## src/rtl/quad_speed_meter.sv

```systemverilog
// quad_speed_meter
//   Quadrature decoder and windowed speed meter for one wheel encoder.
//   A/B pins are synchronised, glitch-filtered, 4x decoded into a signed
//   position, and the signed step count of each window is published as speed.
//
// Ports
//   clk          system clock
//   reset_n      asynchronous active-low reset
//   enc_a/enc_b  raw encoder channels (asynchronous pins)
//   clear        sync pulse: zero position, error, accumulator; restart window
//   position     signed 32-bit 4x count, wraps two's complement
//   speed        signed step count of the last completed window
//   speed_valid  one-cycle strobe when speed updates
//   enc_err      sticky flag: both A and B changed in one step
//
// state   | meaning
// --------+-------------------------------------------------------------------
// ST_INIT | filtered levels and prev follow the synchronised pins, no counting
// ST_RUN  | filter acceptances are decoded into steps; left only by reset
module quad_speed_meter #(
  parameter int WINDOW_CYCLES = 500000,
  parameter int FILT_LEN      = 4,
  parameter int DIR_INVERT    = 0
) (
  input  logic               clk,
  input  logic               reset_n,
  input  logic               enc_a,
  input  logic               enc_b,
  input  logic               clear,
  output logic signed [31:0] position,
  output logic signed [31:0] speed,
  output logic               speed_valid,
  output logic               enc_err
);

  localparam int WIN_W     = (WINDOW_CYCLES > 2) ? $clog2(WINDOW_CYCLES) : 1;
  localparam int FILT_W    = $clog2(FILT_LEN + 1);
  // Long enough for the pins to cross the synchroniser before RUN starts,
  // so a pin that is already high at release never looks like an edge.
  localparam int INIT_LAST = FILT_LEN + 1;
  localparam int INIT_W    = $clog2(INIT_LAST + 1);

  localparam logic signed [32:0] SAT_POS = 33'sd2147483647;
  localparam logic signed [32:0] SAT_NEG = -33'sd2147483647;

  typedef enum logic {ST_INIT, ST_RUN} state_t;

  state_t              state;
  logic [INIT_W-1:0]   init_cnt;
  logic                a_s1, a_s2, b_s1, b_s2;
  logic                a_filt, b_filt;
  logic [FILT_W-1:0]   a_cnt, b_cnt;
  logic [1:0]          prev_ab;
  logic [WIN_W-1:0]    win_cnt;
  logic signed [31:0]  acc;

  logic [1:0]          phase_diff;
  logic                step_up, step_dn, illegal;
  logic signed [32:0]  step;
  logic signed [32:0]  acc_sum;
  logic signed [31:0]  acc_next;
  logic                tc;

  // Position of an {A,B} pair along the forward cycle 00->01->11->10.
  function automatic logic [1:0] gray_idx(input logic [1:0] ab);
    case (ab)
      2'b00:   return 2'd0;
      2'b01:   return 2'd1;
      2'b11:   return 2'd2;
      default: return 2'd3;
    endcase
  endfunction

  always_comb begin
    phase_diff = gray_idx({a_filt, b_filt}) - gray_idx(prev_ab);
    step_up    = 1'b0;
    step_dn    = 1'b0;
    illegal    = 1'b0;
    if (state == ST_RUN) begin
      illegal = (phase_diff == 2'd2);
      if (DIR_INVERT != 0) begin
        step_up = (phase_diff == 2'd3);
        step_dn = (phase_diff == 2'd1);
      end else begin
        step_up = (phase_diff == 2'd1);
        step_dn = (phase_diff == 2'd3);
      end
    end
    step = 33'sd0;
    if (step_up)      step = 33'sd1;
    else if (step_dn) step = -33'sd1;
    acc_sum = {acc[31], acc} + step;
    if (acc_sum > SAT_POS)      acc_next = SAT_POS[31:0];
    else if (acc_sum < SAT_NEG) acc_next = SAT_NEG[31:0];
    else                        acc_next = acc_sum[31:0];
    tc = (win_cnt == WIN_W'(WINDOW_CYCLES - 1));
  end

  always_ff @(posedge clk or negedge reset_n) begin
    if (!reset_n) begin
      state       <= ST_INIT;
      init_cnt    <= '0;
      a_s1        <= 1'b0;
      a_s2        <= 1'b0;
      b_s1        <= 1'b0;
      b_s2        <= 1'b0;
      a_filt      <= 1'b0;
      b_filt      <= 1'b0;
      a_cnt       <= '0;
      b_cnt       <= '0;
      prev_ab     <= 2'b00;
      win_cnt     <= '0;
      acc         <= '0;
      position    <= '0;
      speed       <= '0;
      speed_valid <= 1'b0;
      enc_err     <= 1'b0;
    end else begin
      a_s1 <= enc_a;
      a_s2 <= a_s1;
      b_s1 <= enc_b;
      b_s2 <= b_s1;

      case (state)
        ST_INIT: begin
          a_filt  <= a_s2;
          b_filt  <= b_s2;
          prev_ab <= {a_s2, b_s2};
          a_cnt   <= '0;
          b_cnt   <= '0;
          if (init_cnt == INIT_W'(INIT_LAST)) state <= ST_RUN;
          else                                init_cnt <= init_cnt + INIT_W'(1);
        end
        default: begin
          prev_ab <= {a_filt, b_filt};
          if (a_s2 == a_filt) begin
            a_cnt <= '0;
          end else if (a_cnt == FILT_W'(FILT_LEN - 1)) begin
            a_filt <= a_s2;
            a_cnt  <= '0;
          end else begin
            a_cnt <= a_cnt + FILT_W'(1);
          end
          if (b_s2 == b_filt) begin
            b_cnt <= '0;
          end else if (b_cnt == FILT_W'(FILT_LEN - 1)) begin
            b_filt <= b_s2;
            b_cnt  <= '0;
          end else begin
            b_cnt <= b_cnt + FILT_W'(1);
          end
        end
      endcase

      speed_valid <= 1'b0;
      if (clear) begin
        // Any step decoded this cycle is dropped along with the window.
        position <= '0;
        enc_err  <= 1'b0;
        acc      <= '0;
        win_cnt  <= '0;
      end else begin
        position <= position + step[31:0];
        if (illegal) enc_err <= 1'b1;
        if (tc) begin
          speed       <= acc_next;
          acc         <= '0;
          win_cnt     <= '0;
          speed_valid <= 1'b1;
        end else begin
          acc     <= acc_next;
          win_cnt <= win_cnt + WIN_W'(1);
        end
      end
    end
  end

endmodule

```

## config.mk

```make
export PLATFORM = sky130hd
export DESIGN_NAME = quad_speed_meter
export DESIGN_NICKNAME = d
export VERILOG_FILES = /design/src/rtl/quad_speed_meter.sv
export SDC_FILE = /design/constraint.sdc
export NUM_CORES = 1
export LEC_CHECK = 0
export ABC_AREA = 1
export CAP_MARGIN = 20
export CORE_MARGIN = 5
export CORE_UTILIZATION = 52
export DETAILED_ROUTE_END_ITERATION = 7
export HOLD_SLACK_MARGIN = 0.05
export PLACE_DENSITY = 0.8
export SLEW_MARGIN = 20
export SYNTH_ARGS = -nofsm -noshare
export SYNTH_HDL_FRONTEND = slang
export SYNTH_SLANG_ARGS = --single-unit
```

## constraint.sdc

```tcl
create_clock -name clk -period 3.7 [get_ports clk]
set_input_delay 0.555 -clock clk [delete_from_list [all_inputs] [get_ports clk]]
set_output_delay 0.555 -clock clk [all_outputs]
set_load 0.01 [all_outputs]
```

Word level (Yosys, flattened, before mapping)
Cells that the tools add are included.

Register bits after elaboration: 135. Output and inout port bits: 66. Logic and storage cells: 86.

Add/subtract/negate cells: 7. $lt $le $gt $ge: 2. Equal/unequal tests: 17. Mux-type cells: 33. Bitwise operators: 3. Reduce and logical (&&, ||, !) cells: 7.

Operators by type and width (count): 32-bit 2-to-1 mux (5); 33-bit 2-to-1 mux (2); 19-bit 2-to-1 mux (2); 33-bit adder (1); 33-bit by 32-bit > comparator with 1-bit output (second input constant) (1); 33-bit by 32-bit less-than comparator with 1-bit output (second input constant) (1); 32-bit adder (1); 19-bit by 1-bit adder with 19-bit output (second input constant) (1); 19-bit == test (second input constant) (1); 3-bit 2-to-1 mux (6); 1-bit 2-to-1 mux (15); 2-bit case mux with 3 select lines (2); 3-bit by 1-bit adder with 3-bit output (second input constant) (3); 2-bit == test (second input constant) (4); 2-bit AND reduction (4); 2-bit by 1-bit == test with 1-bit output (second input constant) (3); 3-bit by 2-bit == test with 1-bit output (second input constant) (2); 2-bit logical NOT (2); 2-bit by 1-bit inequality test with 1-bit output (second input constant) (2); 2-bit inequality test (second input constant) (2); 3-bit == test (second input constant) (1); 1-bit NOT (3); 1-bit == test (2); 2-bit 2-to-1 mux (1); other kinds (2) (2).

Longest topological paths before layout
Word-level depth: 13. Depth in mapped cells: 37.

Worst setup path before layout
OpenSTA, ideal clock, no wires.

Kind: reg-to-reg. Start point: register a_filt. End point: register speed[20]. Setup time: 117 ps. Arrival time: 3443 ps. Path slack: 140 ps. Cell stages (with the launch flop): 32. Path buffers: 2. Cell sequence: dfrtp_1 -> ha_1 -> ha_1 -> nor2_8 -> nand3_4 -> buf_6 -> nand2_1 -> nand2_1 -> ha_1 -> inv_1 -> nand2_1 -> nand3_1 -> nand2_1 -> nand2_1 -> nand2_1 -> nand2_1 -> nand2_1 -> nand2_1 -> nand2_1 -> nand2_1 -> nand2_1 -> nor2_1 -> nand2_1 -> nor2_1 -> nand2_1 -> nand2_1 -> nand2_2 -> buf_6 -> nand2_1 -> nand2_1 -> nand2_1 -> nand2_1.

Longest elaborated chain between the ends: 11.

Ends and longest elaborated chain: from (decl) (line 51) `logic a_filt, b_filt;`; from (signal assigned) (line 126) `a_filt <= a_s2;`; from (signal assigned) (line 139) `a_filt <= a_s2;`; 2-bit == test, or another cell as far along (line 66) `case (ab)`; 2-bit case mux with 3 select lines (*) (line 66); 2-bit subtractor (*) (line 75) `phase_diff = gray_idx({a_filt, b_filt}) - gray_idx(prev_ab);`; 2-bit == test (line 86) `step_dn = (phase_diff == 2'd3);`; 1-bit 2-to-1 mux (line 79) `if (state == ST_RUN) begin`; 33-bit 2-to-1 mux (line 91) `else if (step_dn) step = -33'sd1;`; 33-bit 2-to-1 mux (*) (line 90) `if (step_up) step = 33'sd1;`; 33-bit adder (*) (line 92) `acc_sum = {acc[31], acc} + step;`; 33-bit by 32-bit less-than comparator with 1-bit output (line 94) `else if (acc_sum < SAT_NEG) acc_next = SAT_NEG[31:0];`; 32-bit 2-to-1 mux (line 94); 32-bit 2-to-1 mux (*) (line 93) `if (acc_sum > SAT_POS) acc_next = SAT_POS[31:0];`; to (signal assigned) (line 166) `speed <= acc_next;`; to (decl) (line 31) `output logic signed [31:0] speed,`.

Every way passes the cells marked *; elsewhere a longest branch is shown, timed or not. A chain may end at the register's enable or synchronous reset.

Final worst setup path
Start point: register prev_ab[1]. End point: register speed[23].

Longest elaborated chain between the ends: 11.

Ends and longest elaborated chain: from (decl) (line 53) `logic [1:0] prev_ab;`; from (signal assigned) (line 128) `prev_ab <= {a_s2, b_s2};`; from (signal assigned) (line 135) `prev_ab <= {a_filt, b_filt};`; 2-bit == test, or another cell as far along (line 66); 2-bit case mux with 3 select lines (*) (line 66); 2-bit subtractor (*) (line 75); 2-bit == test (line 86); 1-bit 2-to-1 mux (line 79); 33-bit 2-to-1 mux (line 91); 33-bit 2-to-1 mux (*) (line 90); 33-bit adder (*) (line 92); 33-bit by 32-bit less-than comparator with 1-bit output (line 94); 32-bit 2-to-1 mux (line 94); 32-bit 2-to-1 mux (*) (line 93).

Marked as above.

==> flow_summary.json <==
{
  "outcome": "complete, but fails checks",
  "violations": "setup timing",
  "gr-usage-all-layers_pct": 25.64,
  "initial_core_util_pct": 52.32,
  "fin_util_pct": 66.62,
  "vias": 9999,
  "final_design_area_no_fill_mm2": 0.01189,
  "timing_max_transition_violations_final": 0,
  "drv.max_cap_violation_count": 0,
  "grt_start_max_net_pins": 80,
  "detailedRoute.firstIterationViolations": 1066,
  "dieHeight_um": 144.0,
  "post_drt_via_cell_ratio": 5.656,
  "cts_tree": "yes",
  "globalRoute.totalOverflow": 0,
  "finalHoldViolCount": 0,
  "num-nets-final": 1545,
  "grt_pass1_vias": 9135,
  "total_inserted_antenna_cells": 0,
  "yosys.area.top_type_share_pct": 36.19,
  "average_wire_per_cell_in_the_routed_design_um": 15.61,
  "clk_latency_worst_skew_pair_ns": 0.43,
  "maxSlewHeadroom_pct": 33.91,
  "core_area_mm2": 0.01784,
  "final_min_period_over_clock_period_pct": 100.2,
  "cts-hold-fix-buffers": 0,
  "global_route_wire_length_before_repair_um": 43440,
  "clockRootBuffer": "clkbuf_16",
  "clock-skew-final_ns": 0.009112,
  "cts.htree.levels": 4,
  "synth_sequential_area_ratio_pct": 36.19,
  "synth.most_common_cell": "nand2_1",
  "setup_viol": 6,
  "dp_hpwl_um": 18540,
  "post_synthesis_mux_area_share_pct": 0,
  "post_synth_and_or_nand_nor_area_fraction_pct": 36.50,
  "placedInstanceArea_mm2": 0.01065,
  "clk_sink_count": 135,
  "worst-path-max-fanout": 16,
  "min-delay-path-class": "input pin to asynchronous set/reset pin",
  "firstDrtPassIters": 7,
  "worst_setup_path_start_kind": "flip-flop",
  "post-place-cells": 1719,
  "synth_top_family_by_area": "simple AND/OR/NAND/NOR gates",
  "ys_warn_count": 0,
  "arrival_ns": 4.02,
  "synthAdderAreaFrac_pct": 1.876,
  "drive_above_1_share_pct": 16.37,
  "synthToLayoutAreaGrowth_pct": 27.31,
  "numPortBuffers": 70,
  "design.die.area_mm2": 0.02073,
  "number_of_cells_produced_by_synthesis": 1402,
  "gpl_congestion": 1.031,
  "ys_top_cells_by_count": "nand2_1, inv_1, nor2_1",
  "clock_path_buffers": 2,
  "clkTransAtPathRegs_ns": 0.06,
  "worst_setup_path_end_kind": "flip-flop",
  "numCtsBuffers": 17,
  "routed_wirelength_um": 27600,
  "synthesized_netlist_net_count": 1421,
  "synth.lib_cells_used.distinct": 37,
  "post-route-worst-setup-slack_ns": -0.005721,
  "ioPinCount": 71,
  "rows": 49,
  "drc": 0,
  "ys_dominant_reg_cell": "dfrtp_1",
  "synth-edff-count": 0,
  "synthDominantAreaCellType": "dfrtp_1",
  "critPathKind": "flip-flop to flip-flop",
  "proportion_of_synthesized_flip_flops_having_asynchronous_set_or_reset_pct": 100.0,
  "syn-cell-area_mm2": 0.009335,
  "achievable-frequency_ghz": 0.2699,
  "timing.final.crit_period_ns": 3.706,
  "antenna_found_initial": 0,
  "post_layout_nonfiller_instances": 1768,
  "postSynthRegisterBits": 135,
  "synth-xor-area-share_pct": 3.177,
  "die-width_um": 144.0,
  "worstMarginPinSlew_ns": 0.9853,
  "unrepaired_setup_endpoints_after_global_routing": "true",
  "average_size_of_a_mapped_cell_um2": 6.658,
  "drtAntennaViolNets": 0,
  "synth-compound-area-share_pct": 12.63,
  "netlist_top_cells_area": "dfrtp_1, nand2_1, inv_1",
  "worstPathRequired_ns": 4.02
}
-- cell usage in the layout (no fill, tap or decap), types with 3 or more instances in the layout --
cell type        count
nor2_2              26
nand2_1            427
nand3_2              3
a21oi_2              5
bufinv_16            4
nor3b_1              4
clkinvlp_4           3
nand2_2             53
xnor2_1              6
nor2_1             126
o31ai_1              3
clkdlybuf4s50_1     69
o21ai_0             38
inv_2                7
clkbuf_16           20
nor2_4               6
clkbuf_8             4
a21boi_1             3
nand2_4              8
o21ai_1              4
buf_4               62
nand3_1             85
xor2_2               3
dfrtp_1            135
nor4_1               6
xor2_1              23
or2_2               15
o21ai_2              6
inv_1              163
buf_12              10
o41ai_1             48
nand4_1             18
nor3_1              23
a21oi_1             79
nand3b_1             6
and2_1               4
a211oi_1             3
ha_1                10
-- worst max-delay path, stage by stage (launching register included) --
cell and delay [ns]:
dfrtp_1 0.39, ha_1 0.30, inv_2 0.05, ha_4 0.29, nor2_8 0.05, buf_4 0.15
bufbuf_16 0.28, nand3_1 0.08, nand2_1 0.15, nor2_4 0.15, nand2_1 0.12, nor2_4 0.15
nand2_1 0.11, nand3_1 0.10, nand2_1 0.07, nand2_2 0.09, nand2_1 0.05, nor2_1 0.09
nand3_1 0.12, nor2_1 0.12, nand2_1 0.07, nand2_2 0.08, nand2_4 0.11, clkbuf_16 0.20
nand2_2 0.07, nand2_1 0.05, nand2_1 0.05, nand2_1 0.05
-- per-stage QoR --
stage / setup WS [ns] / TNS (ns) / hold WS (ns)
global route: -0.2227 / -9.910 / 0.2306
global placement: -0.07669 / -1.199 / 0.3382
finish: -0.005721 / -0.02677 / 0.1374
detailed placement: -0.1320 / -3.244 / 0.3364
floorplan: 0.1397 / 0 / 0.2594
CTS: 0.01027 / 0 / 0.1894
-- final timing paths --
check / from / end / slack [ns] / cells after the start
worst max register to register: prev_ab[1]$_DFF_PN0_ / speed[23]$_DFFE_PN0P_ / -0.006 / 27
max in group asynchronous: reset_n / acc[1]$_DFF_PN0_ / 2.77 / 2
worst min-delay path: reset_n / position[27]$_DFF_PN0_ / 0.14 / 1
worst min register to register: a_s1$_DFF_PN0_ / a_s2$_DFF_PN0_ / 0.35 / 0
min in group clk: a_s1$_DFF_PN0_ / a_s2$_DFF_PN0_ / 0.35 / 0
worst max-delay path: prev_ab[1]$_DFF_PN0_ / speed[23]$_DFFE_PN0P_ / -0.006 / 27
-- repair_timing --
item,CTS,global route
gates resized for setup,6,120
buffers inserted,0,12
pin swaps,1,27
setup endpoints to repair,62,67
gates cloned,1,4
-- cells by family after synthesis --
kind of cell	after synthesis
flops	135
simple gates	815
fa+ha+maj	14
compound gates	191
xor+xnor	33
buf+inv	214
-- sequential cells by signal, summed over array words and instances (netlist names) --
name,cells
win_cnt,19
b_cnt,3
b_s1,1
speed_valid,1
position,32
speed,32
a_cnt,3
a_s1,1
b_filt,1
b_s2,1
prev_ab,2
a_s2,1
state,1
enc_err,1
a_filt,1
init_cnt,3
acc,32
-- per-layer routing --
| layer | vias up | wire (um) | track usage, % | share of wire [%] |
|---|---|---|---|---|
| li1 | 4782 | - | - | - |
| met1 | 4644 | 11650 | 34.64 | 42 |
| met2 | 489 | 13170 | 42.16 | 48 |
| met3 | 84 | 1930 | 4.001 | 7.0 |
| met4 | 0 | 840 | 8.920 | 3.0 |
| met5 | - | 0 | 0 | 0 |
-- final cells by class --
cell class / count / area [um2]
sequential: 135 / 3378
inverter: 172 / 648.1
fill: 1437 / 5956
clock buffer: 21 / 480.5
timing repair buffer: 147 / 1486
multi-input combinational: 1053 / 5435
tap: 229 / 286.5
clock inverter: 11 / 170.2
Power is not shown: default switching activity piles up to over one toggle a cycle in this logic, so the estimate is an artifact.
